`config.mk`:
```
export PLATFORM = sky130hd
export DESIGN_NAME = fs2d_sched
export DESIGN_NICKNAME = d
export VERILOG_FILES = /design/src/rtl/fs2d_pkg.sv /design/src/rtl/fs2d.sv /design/src/rtl/fs2d_sched.sv
export SDC_FILE = /design/constraint.sdc
export NUM_CORES = 1
export LEC_CHECK = 0
export CAP_MARGIN = 20
export CELL_PAD_IN_SITES_DETAIL_PLACEMENT = 1
export CELL_PAD_IN_SITES_GLOBAL_PLACEMENT = 1
export CORE_MARGIN = 4
export CORE_UTILIZATION = 33
export CTS_BUF_LIST = sky130_fd_sc_hd__clkbuf_8
export CTS_CLUSTER_DIAMETER = 50
export DETAILED_ROUTE_END_ITERATION = 7
export GPL_TIMING_DRIVEN = 0
export HOLD_SLACK_MARGIN = 0.02
export PLACE_DENSITY = 0.83
export SLEW_MARGIN = 10
export SYNTH_ARGS = -nofsm -noshare
export SYNTH_HDL_FRONTEND = slang
export SYNTH_HIERARCHICAL = 1
export SYNTH_SLANG_ARGS = --single-unit
```
`constraint.sdc`:
```
create_clock -name clk -period 3.95 [get_ports clk]
set_input_delay 0.79 -clock clk [delete_from_list [all_inputs] [get_ports clk]]
set_output_delay 0.79 -clock clk [all_outputs]
set_load 0.03 [all_outputs]
```
`src/rtl/fs2d_pkg.sv`:
```
// Shared constants and helpers for the single-to-double converter and its scheduler.
// The round-robin pick lives here so the arbiter stays a plain function.
package fs2d_pkg;

  localparam int unsigned FS_W     = 40;
  localparam int unsigned FD_W     = 80;
  localparam int unsigned FS_EXP_W = 10;
  localparam int unsigned FS_MAN_W = 29;
  localparam logic [FS_EXP_W-1:0] EXP_INF = 10'h3FF;

  localparam int unsigned FD_EXP_W = 15;
  localparam int unsigned FD_MAN_W = 64;
  localparam int unsigned FS_BIAS  = 511;
  localparam int unsigned FD_BIAS  = 16383;

  localparam int unsigned FLG_DENORM = 0;
  localparam int unsigned FLG_INF    = 1;
  localparam int unsigned FLG_NAN    = 2;
  localparam int unsigned FLG_W      = 3;

  // Widest requester set the pick function is written for.
  localparam int unsigned RR_MAX = 8;

  typedef logic [FLG_W-1:0] fs_flags_t;

  // Returns the first valid index after `last`, wrapping modulo nreq; nreq means none.
  function automatic int unsigned rr_pick(input logic [RR_MAX-1:0] valid,
                                          input int unsigned last,
                                          input int unsigned nreq);
    int unsigned idx;
    logic        found;
    rr_pick = nreq;
    found   = 1'b0;
    for (int unsigned k = 1; k <= RR_MAX; k++) begin
      idx = last + k;
      if (idx >= nreq) idx = idx - nreq;
      if (!found && (k <= nreq) && valid[idx[2:0]]) begin
        found   = 1'b1;
        rr_pick = idx;
      end
    end
  endfunction

endpackage

```
`src/rtl/fs2d.sv`:
```
// Combinational 40-bit single (1/10/29) to 80-bit double (1/15/64) converter.
// Denormal singles are normalised; they are always representable in the wide format.
module fs2d
  import fs2d_pkg::*;
(
  input  logic [FS_W-1:0]  i_a,
  output logic [FD_W-1:0]  o_d,
  output logic [FLG_W-1:0] o_flags
);

  localparam int unsigned FD_PAD = FD_MAN_W - FS_MAN_W;

  logic                w_sign;
  logic [FS_EXP_W-1:0] w_exp;
  logic [FS_MAN_W-1:0] w_man;
  logic [FS_MAN_W-1:0] w_norm;
  logic                w_exp_zero;
  logic                w_exp_max;
  logic                w_man_zero;
  logic [4:0]          w_lead;
  logic [FD_EXP_W-1:0] w_norm_exp;
  logic [FD_EXP_W-1:0] w_den_exp;

  assign w_sign     = i_a[FS_W-1];
  assign w_exp      = i_a[FS_W-2 -: FS_EXP_W];
  assign w_man      = i_a[FS_MAN_W-1:0];
  assign w_exp_zero = (w_exp == '0);
  assign w_exp_max  = (w_exp == EXP_INF);
  assign w_man_zero = (w_man == '0);

  always_comb begin
    w_lead = '0;
    for (int unsigned i = 0; i < FS_MAN_W; i++) begin
      if (w_man[i]) w_lead = 5'(i);
    end
  end

  // Shifting the leading one just past the top drops the hidden bit.
  assign w_norm     = w_man << (5'(FS_MAN_W) - w_lead);
  assign w_norm_exp = FD_EXP_W'(w_exp) + FD_EXP_W'(FD_BIAS - FS_BIAS);
  assign w_den_exp  = FD_EXP_W'(w_lead) + FD_EXP_W'(FD_BIAS - FS_BIAS - (FS_MAN_W - 1));

  always_comb begin
    o_d = {w_sign, {(FD_W-1){1'b0}}};
    if (w_exp_max) begin
      o_d = {w_sign, {FD_EXP_W{1'b1}}, w_man, {FD_PAD{1'b0}}};
    end else if (!w_exp_zero) begin
      o_d = {w_sign, w_norm_exp, w_man, {FD_PAD{1'b0}}};
    end else if (!w_man_zero) begin
      o_d = {w_sign, w_den_exp, w_norm, {FD_PAD{1'b0}}};
    end
  end

  assign o_flags[FLG_DENORM] = w_exp_zero & ~w_man_zero;
  assign o_flags[FLG_INF]    = w_exp_max & w_man_zero;
  assign o_flags[FLG_NAN]    = w_exp_max & ~w_man_zero;

endmodule

```
`src/rtl/fs2d_sched.sv`:
```
// Round-robin front end sharing one fs2d converter among NREQ requesters through a
// two-stage registered pipeline with a tagged, backpressured response bus.
module fs2d_sched
  import fs2d_pkg::*;
#(
  parameter int unsigned NREQ = 4,
  parameter int unsigned IDW  = 3
) (
  input  logic                 clk,
  input  logic                 rst_n,
  input  logic                 flush,
  input  logic [NREQ-1:0]      req_valid,
  input  logic [NREQ*FS_W-1:0] req_a,
  output logic [NREQ-1:0]      req_ready,
  output logic                 rsp_valid,
  input  logic                 rsp_ready,
  output logic [IDW-1:0]       rsp_id,
  output logic [FD_W-1:0]      rsp_o,
  output logic [FLG_W-1:0]     rsp_flags,
  output logic                 busy
);

  logic              r_s1_v;
  logic [FS_W-1:0]   r_s1_a;
  logic [IDW-1:0]    r_s1_id;
  logic              r_s2_v;
  logic [FD_W-1:0]   r_s2_o;
  logic [IDW-1:0]    r_s2_id;
  fs_flags_t         r_s2_flags;
  logic [IDW-1:0]    r_rr;

  logic [RR_MAX-1:0] w_valid_ext;
  int unsigned       w_pick;
  logic              w_found;
  logic              w_adv1;
  logic              w_adv2;
  logic              w_grant;
  logic [IDW-1:0]    w_gnt_id;
  logic [FS_W-1:0]   w_gnt_a;
  logic [FD_W-1:0]   w_conv_o;
  fs_flags_t         w_conv_flags;

  assign w_adv2 = ~r_s2_v | rsp_ready;
  assign w_adv1 = ~r_s1_v | w_adv2;

  always_comb begin
    w_valid_ext = '0;
    w_valid_ext[NREQ-1:0] = req_valid;
  end

  assign w_pick   = rr_pick(w_valid_ext, 32'(r_rr), NREQ);
  assign w_found  = (w_pick < NREQ);
  assign w_gnt_id = w_pick[IDW-1:0];
  // Reset and flush both suppress grants so nothing transfers into a clearing pipe.
  assign w_grant  = rst_n & ~flush & w_adv1 & w_found;

  always_comb begin
    req_ready = '0;
    w_gnt_a   = '0;
    for (int unsigned i = 0; i < NREQ; i++) begin
      if (w_pick == i) begin
        req_ready[i] = w_grant;
        w_gnt_a      = req_a[i*FS_W +: FS_W];
      end
    end
  end

  fs2d u_fs2d (
    .i_a     (r_s1_a),
    .o_d     (w_conv_o),
    .o_flags (w_conv_flags)
  );

  always_ff @(posedge clk) begin
    if (!rst_n) begin
      r_s1_v     <= 1'b0;
      r_s1_a     <= '0;
      r_s1_id    <= '0;
      r_s2_v     <= 1'b0;
      r_s2_o     <= '0;
      r_s2_id    <= '0;
      r_s2_flags <= '0;
      r_rr       <= IDW'(NREQ - 1);
    end else if (flush) begin
      r_s1_v <= 1'b0;
      r_s2_v <= 1'b0;
    end else begin
      if (w_adv2) begin
        r_s2_v <= r_s1_v;
        // Payload only moves with a real operand so an idle bus keeps its last value.
        if (r_s1_v) begin
          r_s2_o     <= w_conv_o;
          r_s2_id    <= r_s1_id;
          r_s2_flags <= w_conv_flags;
        end
      end
      if (w_adv1) begin
        r_s1_v <= w_grant;
        if (w_grant) begin
          r_s1_a  <= w_gnt_a;
          r_s1_id <= w_gnt_id;
          r_rr    <= w_gnt_id;
        end
      end
    end
  end

  assign rsp_valid = r_s2_v;
  assign rsp_id    = r_s2_id;
  assign rsp_o     = r_s2_o;
  assign rsp_flags = r_s2_flags;
  assign busy      = r_s1_v | r_s2_v;

endmodule
```
# ---- Word-level counts from Yosys, hierarchy flattened
# Index checks and enable logic that the tools add are counted.
dict set report totals {
  reg_bits 134
  elab_cells 117
  in_bits 168
}
dict set report op_classes {
  n_lt_le_gt_ge 9
  n_reduce_logical 12
  n_eq_ne 4
  shift 1
  n_mux 58
  bitwise 14
  addsub 11
}
# op n
set ops {}
lappend ops {{32-bit 2-to-1 mux} 8}
lappend ops {{79-bit 2-to-1 mux} 3}
lappend ops {{40-bit 2-to-1 mux} 4}
lappend ops {{5-bit 2-to-1 mux} 13}
lappend ops {{32-bit by 2-bit equality test with 1-bit output (second input constant)} 2}
lappend ops {{32-bit by 1-bit equality test with 1-bit output (second input constant)} 1}
lappend ops {{32-bit logical NOT} 1}
lappend ops {{32-bit by 3-bit < comparator with 1-bit output (second input constant)} 1}
lappend ops {{4-bit 2-to-1 mux} 8}
lappend ops {{29-bit logical NOT} 1}
lappend ops {{29-bit by 5-bit << shifter with 29-bit output} 1}
lappend ops {{4-bit by 3-bit subtractor with 5-bit output (second input constant)} 4}
lappend ops {{4-bit by 3-bit >= comparator with 1-bit output (second input constant)} 4}
lappend ops {{3-bit by 4-bit < comparator with 1-bit output (second input constant)} 4}
lappend ops {{10-bit by 14-bit adder with 15-bit output (second input constant)} 1}
lappend ops {{5-bit by 14-bit adder with 15-bit output (second input constant)} 1}
lappend ops {{1-bit binary-select mux with 3-bit select} 4}
lappend ops {{1-bit 2-to-1 mux} 12}
lappend ops {{3-bit 2-to-1 mux} 4}
lappend ops {{10-bit equality test (second input constant)} 1}
lappend ops {{10-bit logical NOT} 1}
lappend ops {{3-bit by 2-bit adder with 4-bit output (second input constant)} 2}
lappend ops {{1-bit AND} 6}
lappend ops {{3-bit AND reduction} 2}
lappend ops {{other kinds (9)} 20}

# ---- Logic depth before layout (Yosys ltp)
# Gate-level depths: netlist of run 1.
dict set report logic_depth {
  ltp_word 33
  depth_mapped 18
}

# ---- Hierarchy
# The synthesis of run 1 kept the hierarchy.
# module seq_area_each_um2 n_inst cells_each area_per_inst_um2
set by_module_without_submodules {}
lappend by_module_without_submodules {fs2d_sched 2662.6 1 794 6476.2}
lappend by_module_without_submodules {fs2d 0.0 1 411 2872.8}

# ---- Worst setup path before layout of run 1
# No wires, ideal clock.
dict set report synth_timing {
  path_kind {register to register}
  start {register r_s1_a[2]}
  end {register r_s2_o[57], in the netlist rsp_o[57]}
  path_stages_with_launch 18
  required_time_ns 3.874
  setup_time_ns 0.076
  t_arrival_ns 3.837
  setup_slack_ns 0.037
  n_path_buf 5
  cell_sequence {dfxtp_1 -> clkbuf_1 -> nor2_1 -> o311ai_0 -> a311oi_2 -> or3_1 -> buf_2 -> inv_2 -> buf_2 -> buf_2 -> ha_1 -> clkbuf_1 -> inv_1 -> mux4_2 -> o41ai_1 -> a211o_1 -> nand2_1 -> a21boi_0}
}
dict set report synth_between {
  elab_chain_len 32
  word_cells_on_any_way 33
  classes_between {1 x add/sub; 1 x shift; 30 x mux; 1 x reduce/logical}
}
# item line
set synth_lines {}
lappend synth_lines {{start: declaration} fs2d_sched.sv:24} ;# logic [FS_W-1:0] r_s1_a;
lappend synth_lines {{start signal: assignment} fs2d_sched.sv:100} ;# r_s1_a <= w_gnt_a;
lappend synth_lines {{2-bit 2-to-1 mux (2 in a row)} fs2d.sv:34} ;# if (w_man[i]) w_lead = 5'(i);
lappend synth_lines {{3-bit 2-to-1 mux (4 in a row)} fs2d.sv:34}
lappend synth_lines {{4-bit 2-to-1 mux (8 in a row)} fs2d.sv:34}
lappend synth_lines {{5-bit 2-to-1 mux (13 in a row)} fs2d.sv:34}
lappend synth_lines {{5-bit subtractor} fs2d.sv:39} ;# assign w_norm = w_man << (5'(FS_MAN_W) - w_lead);
lappend synth_lines {{29-bit by 5-bit << shifter with 29-bit output} fs2d.sv:39}
lappend synth_lines {{79-bit 2-to-1 mux (*)} fs2d.sv:49} ;# end else if (!w_man_zero) begin
lappend synth_lines {{79-bit 2-to-1 mux (*)} fs2d.sv:47} ;# end else if (!w_exp_zero) begin
lappend synth_lines {{79-bit 2-to-1 mux (*)} fs2d.sv:45} ;# if (w_exp_max) begin
lappend synth_lines {{via w_conv_o[57]} fs2d_sched.sv:40} ;# logic [FD_W-1:0] w_conv_o;
lappend synth_lines {{end signal: assignment} fs2d_sched.sv:92} ;# r_s2_o <= w_conv_o;
lappend synth_lines {{end: declaration} fs2d_sched.sv:27} ;# logic [FD_W-1:0] r_s2_o;
# The timed path passes the listed nets; every way through them passes the cells marked *.
# A chain may end at the register's enable or synchronous reset.

# ---- Worst setup path in the final report of run 1
dict set report layout_timing {
  start {register r_s1_a[22]}
  end {register r_s2_o[60], in the netlist rsp_o[60]}
}
dict set report layout_between {
  elab_chain_len 12
  word_cells_on_any_way 13
  classes_between {1 x add/sub; 1 x shift; 10 x mux; 1 x reduce/logical}
}
# item line
set layout_lines {}
lappend layout_lines {{5-bit 2-to-1 mux (7 in a row)} fs2d.sv:34}
lappend layout_lines {{5-bit subtractor} fs2d.sv:39}
lappend layout_lines {{29-bit by 5-bit << shifter with 29-bit output} fs2d.sv:39}
lappend layout_lines {{79-bit 2-to-1 mux (*)} fs2d.sv:49}
lappend layout_lines {{79-bit 2-to-1 mux (*)} fs2d.sv:47}
lappend layout_lines {{79-bit 2-to-1 mux (*)} fs2d.sv:45}
lappend layout_lines {{via w_conv_o[60]} fs2d_sched.sv:40}
# Marks and branches as above.

==> impl_metrics.py, run 1 <==
metrics = {
    "critical_path": {
        "critPathKind": "reg -> reg",
        "cp_max_fo": 10,
        "end_kind": "flip-flop",
        "cp-start-kind": "flip-flop",
        "reg2reg_depth": 16,
        "required_ps": 4330,
        "arrival_ps": 4390,
    },
    "yosys": {
        "ys_warn_count": 6,
        "async_reset_ff_frac": 0,
        "synth_common_cells": "216 x nand2_1, 133 x dfxtp_1, 128 x a21boi_0",
        "ys_ff_latch": 133,
        "yosysMostFrequentCell": "nand2_1",
        "ys_types": 84,
        "synth_edf_count": 0,
        "yosysSeqAreaShare": 0.285,
        "synth_flop_cell": "dfxtp_1",
        "synth_top_area_cell": "dfxtp_1",
        "netlist_top_cells_area": "dfxtp_1 28%, a21boi_0 10%, nand2_1 8.7%, nand3_1 5.0%, a32oi_1 4.2%",
        "synth_top_area_share": 0.285,
        "synth_area_um2": 9350,
        "syn_area_per_cell_um2": 7.76,
        "synthCells": 1205,
    },
    "sta": {
        "finalHoldViolCount": 0,
        "fmax_ghz": 0.249,
        "whs_ps": 467,
        "min_period_over_period": 1.01,
        "setup_ws_ps": -58.6,
        "drv_slew": 0,
        "slew_headroom": 0.228,
        "fin_crit_ps": 4010,
        "worst_slew_pin_slew_ps": 1160,
        "clock-skew-final_ps": 19.9,
        "setup_viol_count_final": 1,
    },
    "final_layout": {
        "stdcell_area_um2": 13800,
        "layout-drive-gt1-share": 0.158,
        "fill_cells": 3372,
        "area_delta_synth_final_pct": 47.1,
        "final_nets": 1723,
    },
    "routing": {
        "wl_per_cell_um": 23.2,
        "ant_nets": 0,
        "vias": 11200,
        "drtIter0Drc": 912,
        "detailedRoute.firstPassIterationCount": 6,
        "avgViaCountPerCell": 5.76,
        "drc": 0,
        "wl_um": 45000,
    },
    "power_and_ir_drop": {
        "p_switching_mw": 6.17,
        "clkPwrFrac": 0.114,
        "powerDensity_nw_per_um2": 850,
        "swShare": 0.528,
        "vdd_drop_max_mv": 0.509,
        "p_leak_nw": 5.13,
        "seq_power_share": 0.161,
        "p_comb_frac": 0.725,
        "internal_power_mw": 5.51,
    },
    "clock_tree": {
        "cts_buffers": 17,
        "ctsHoldBuffers": 0,
        "cts_tree": "yes",
        "clk_latency_ps": 470,
        "cts_sinks": 133,
        "htree_levels": 4,
        "ctsLongestPathBuffers": 2,
        "clk_pin_slew_ps": 80,
        "root_buffer": "clkbuf_8",
    },
    "outcome": {
        "violations": "negative setup slack",
        "status": "finished with violations",
    },
    "die": {
        "die_area_um2": 31100,
        "die_h_um": 176,
        "dieWidth_um": 176,
        "ios": 260,
        "start_util": 0.336,
        "core_um2": 27900,
        "row_count": 61,
    },
    "placement": {
        "pre_cts_ws_ps": -1370,
        "gp_congestion": 0.984,
        "place.detailed.hpwl_um": 33500,
        "port_buffers": 259,
        "placed_area_um2": 12500,
    },
    "global_routing": {
        "grt_usage": 0.279,
        "grt_pass1_wl_um": 67900,
        "globalRouteOverflowTotal": 0,
        "grt_pass1_vias": 11300,
        "grt_start_max_net_pins": 17,
        "antenna_found_initial": 1,
    },
    "worst_hold_path": {
        "hold_depth": 2,
        "hold_path.class": "reg -> reg",
    },
    "job": {
        "max_cap_viol_count": 0,
    },
}
repair_timing:
| action | 4_1_cts | 5_1_grt |
|---|---|---|
| gates cloned | 0 | 1 |
| resized for setup | 109 | 72 |
| setup endpoints to repair | 34 | 31 |
| setup buffers | 26 | 11 |
| pin swaps | 10 | 21 |
critical path, cell delays in order, from the launching register on:
cell and delay [ps]:
dfxtp_2 340, buf_6 140, or4_4 570, a311oi_4 350
or3_4 190, buf_6 130, inv_8 60, buf_8 150
buf_8 150, ha_4 220, buf_12 130, xnor2_2 190
a2111oi_1 540, a211oi_2 120, o211ai_1 340, nand2_1 120
a21boi_0 170
power groups by stage:
stage / Combinational (mW) / Clock [mW] / Sequential, mW
2_1_floorplan: 4.42 / 0 / 1.81
5_1_grt: 8.82 / 1.42 / 1.89
4_1_cts: 7.41 / 1.36 / 1.84
3_3_place_gp: 6.78 / 0 / 1.84
6_report: 8.47 / 1.34 / 1.88
3_5_place_dp: 6.72 / 0 / 1.85
final cells by class:
cell class,count,area [µm²],share of cell area
well taps,378,473,0.0344
clock inverters,14,199,0.0145
diodes,1,2.50,0.000182
clock buffers,18,248,0.0180
repair buffers,296,2910,0.211
flip-flops and latches,133,2710,0.197
plain buffers,136,813,0.0591
multi-input cells,942,6320,0.459
inverters,20,85.1,0.00619
layout by cell type (no fill, tap or decap), types with 7 or more instances in the layout:
master	instances
buf_4	74
mux4_2	13
inv_1	16
clkbuf_8	19
nand3_1	93
buf_6	13
clkdlybuf4s50_1	251
nand2_1	211
a32oi_1	43
o211ai_1	14
and3_1	43
dfxtp_1	114
a22oi_1	11
a21boi_0	126
nor2b_1	9
dfxtp_2	11
conb_1	35
o22ai_1	7
o21ai_0	50
and2_1	8
mux2i_1	22
o21ai_1	10
a211oi_1	15
dfxtp_4	8
nor2_1	36
a21oi_1	22
nor3_1	13
clkbuf_2	7
clkbuf_1	62
layer usage:
layer,wire [µm],vias up,track usage
li1,-,5029,-
met1,18400,5418,0.350
met2,21300,586,0.475
met3,3590,128,0.0550
met4,1820,0,0.106
met5,0,-,0
cells by family after synthesis:
family,count (synthesis),share of synthesized area
multiplexers,44,0.0668
buffers and inverters,165,0.0907
AND/OR/NAND/NOR,462,0.234
adder cells (fa/ha/maj),9,0.0120
other,1,0.000401
AO/OA/AOI/OAI,384,0.305
flip-flops,133,0.285
XOR/XNOR,7,0.00656
flip-flops by register name (all words and copies together), names as in the netlist:
name	cells
r_rr	2
r_s1_a	40
r_s1_id	3
r_s1_v	1
rsp_flags	3
rsp_id	3
rsp_o	80
rsp_valid	1
worst paths after layout:
check	from	end	slack [ps]
worst max register to register	r_s1_a[22]	rsp_o[60]	-60
worst min register to register	rsp_o[22]	rsp_o[22]	470
worst min-delay path	rsp_o[22]	rsp_o[22]	470
worst max-delay path	r_s1_a[22]	rsp_o[60]	-60
through the flow:
stage | std cells | total power, mW | setup TNS (ps) | util
global route | 1938 | 12.1 | -162 | 0.494
detailed placement | 1876 | 8.57 | -36420 | 0.450
CTS | 1929 | 10.6 | -53.5 | 0.484
floorplan | 1239 | 6.23 | 0 | -
finish | 1938 | 11.7 | -58.6 | 0.494
global placement | 1876 | 8.62 | -39350 | 0.450
Power figures use the tool's default switching activity.
==> inputs of run 2 (changes only) <==
Settings changed: CORE_UTILIZATION 33 to 32, CTS_BUF_LIST sky130_fd_sc_hd__clkbuf_8 to default, PLACE_DENSITY 0.83 to 0.81.
==> run 2 against run 1 <==
  * The flow now finishes without violations
  * Flip-flop and latch count stayed put
  * Wire length down 2.6%
  * Sequential share of layout area fell by 0.19 points
  * Via count is 2.0% lower
  * Critical endpoint is now req_ready[3]
==> impl_metrics.py, run 2 (same netlist as run 1, synthesis figures left out) <==
metrics = {
    "outcome": {
        "status": "finished, final reports clean",
    },
    "worst_hold_path": {
        "hold_path.class": "reg -> reg",
        "hold_depth": 2,
        "hold_path_end": "rsp_o[9]",
        "min_from": "rsp_o[9]",
    },
    "power_and_ir_drop": {
        "vdd_drop_max_mv": 0.572,
        "p_leak_nw": 5.16,
        "p_comb_frac": 0.700,
        "p_switching_mw": 6.18,
        "clkPwrFrac": 0.144,
        "internal_power_mw": 5.76,
        "powerDensity_nw_per_um2": 863,
        "seq_power_share": 0.156,
        "power_mw": 11.9,
        "swShare": 0.517,
    },
    "sta": {
        "fin_crit_ps": 3880,
        "setup_viol_count_final": 0,
        "setup-tns-final_ps": 0,
        "min_period_over_period": 0.983,
        "fmax_ghz": 0.257,
        "worst_slew_pin_slew_ps": 1100,
        "slew_headroom": 0.270,
        "whs_ps": 461,
        "rsz0062_at_grt": "true",
        "clock-skew-final_ps": 15.6,
        "finalHoldViolCount": 0,
        "drv_slew": 0,
    },
    "critical_path": {
        "cp-start-kind": "flip-flop",
        "reg2reg_depth": 15,
        "cp_max_fo": 5,
        "ff2ff_setup_slack_ps": 130,
        "arrival_ps": 3090,
        "r2r-end": "rsp_o[59]",
        "required_ps": 3160,
        "critPathKind": "reg -> out",
        "end_kind": "output port",
        "rr_startpoint": "r_s1_a[18]",
    },
    "routing": {
        "ant_nets": 0,
        "wl_per_cell_um": 22.7,
        "vias": 10900,
        "avgViaCountPerCell": 5.65,
        "wl_um": 43900,
        "drc": 0,
        "detailedRoute.firstPassIterationCount": 5,
        "drtIter0Drc": 887,
    },
    "global_routing": {
        "globalRouteOverflowTotal": 0,
        "grt_usage": 0.269,
        "grt_pass1_vias": 11300,
        "antenna_found_initial": 2,
        "grt_start_max_net_pins": 17,
        "grt_pass1_wl_um": 66600,
    },
    "final_layout": {
        "final_common_cell": "clkdlybuf4s50_1",
        "largest_reg_flops": 80,
        "final_nets": 1717,
        "layout_common_cells": "251 x clkdlybuf4s50_1, 211 x nand2_1, 126 x a21boi_0, 117 x dfxtp_1, 93 x nand3_1",
        "area_delta_synth_final_pct": 48.1,
        "fin_cells": 1936,
        "layout-drive-gt1-share": 0.155,
    },
    "die": {
        "core_um2": 28800,
        "dieWidth_um": 179,
        "die_area_um2": 32000,
        "die_h_um": 179,
        "row_count": 62,
        "start_util": 0.325,
        "ios": 260,
    },
    "placement": {
        "dp.cells": 1882,
        "gp_congestion": 1.01,
        "place.detailed.hpwl_um": 33800,
        "port_buffers": 259,
    },
    "clock_tree": {
        "clk_latency_ps": 430,
        "root_buffer": "clkbuf_16",
        "cts_buffers": 17,
        "cts_tree": "yes",
        "ctsLongestPathBuffers": 2,
        "cts_sinks": 133,
        "clk_pin_slew_ps": 60,
        "htree_levels": 4,
    },
    "job": {
        "max_cap_viol_count": 0,
    },
}
run 2: per-layer routing:
metal / share of wire / up-vias / GRT usage
met5: 0.00030 / - / 0
met1: 0.41 / 5295 / 0.332
met4: 0.035 / 2 / 0.0950
met3: 0.073 / 107 / 0.0553
met2: 0.48 / 500 / 0.465
li1: - / 5035 / -
run 2: stage by stage:
step / instance area [µm²] / util / worst slack, ps
floorplan: 9480 / - / 37.2
global placement: 12500 / 0.436 / -1680
detailed placement: 12500 / 0.436 / -1560
CTS: 13600 / 0.474 / 4.20
global route: 13800 / 0.481 / -12.6
finish: 13800 / 0.481 / 65.3
run 2: worst max-delay path by stage:
stage,slack (ps),depth (start not counted),start,to
after floorplan,40,17,r_s1_a[2],rsp_o[57]
after global placement,-1680,18,r_s1_a[2],rsp_o[54]
after detailed placement,-1560,18,r_s1_a[2],rsp_o[54]
after CTS,4,13,r_rr[0],req_ready[3]
after global routing,-10,16,r_s1_a[18],rsp_o[57]
final,70,11,r_rr[1],req_ready[3]
run 2: area by class of cell:
class                      count  area [µm²]
timing repair buffer         290        2820
sequential                   133        2700
tap                          384         480
clock inverter                12         178
multi-input combinational    941        6290
inverter                      20        85.1
clock buffer                  18         439
antenna                        1        2.50
buffer                       137         843
fill                        3422       14900
run 2: worst max-delay path: stages, from the launching register on:
cell	delay (ps)
dfxtp_4	360
inv_2	80
ha_4	270
buf_6	100
mux4_2	560
o21a_1	180
a211o_4	400
and2_4	190
clkbuf_16	150
buf_8	120
and2_4	130
buf_6	130
run 2: power by group through the flow:
stage / Clock, mW / Sequential [mW] / Combinational [mW]
after floorplan: 0 / 1.81 / 4.42
after global placement: 0 / 1.84 / 6.87
after detailed placement: 0 / 1.85 / 6.81
after CTS: 1.75 / 1.85 / 7.50
after global routing: 1.81 / 1.89 / 8.74
final: 1.72 / 1.87 / 8.36
run 2: what timing repair did:
action | CTS | global route
hold buffers | 0 | 0
resized for setup | 116 | 62
endpoints found under the setup margin | 33 | 30
pin swaps | 11 | 11
buffers inserted | 19 | 12
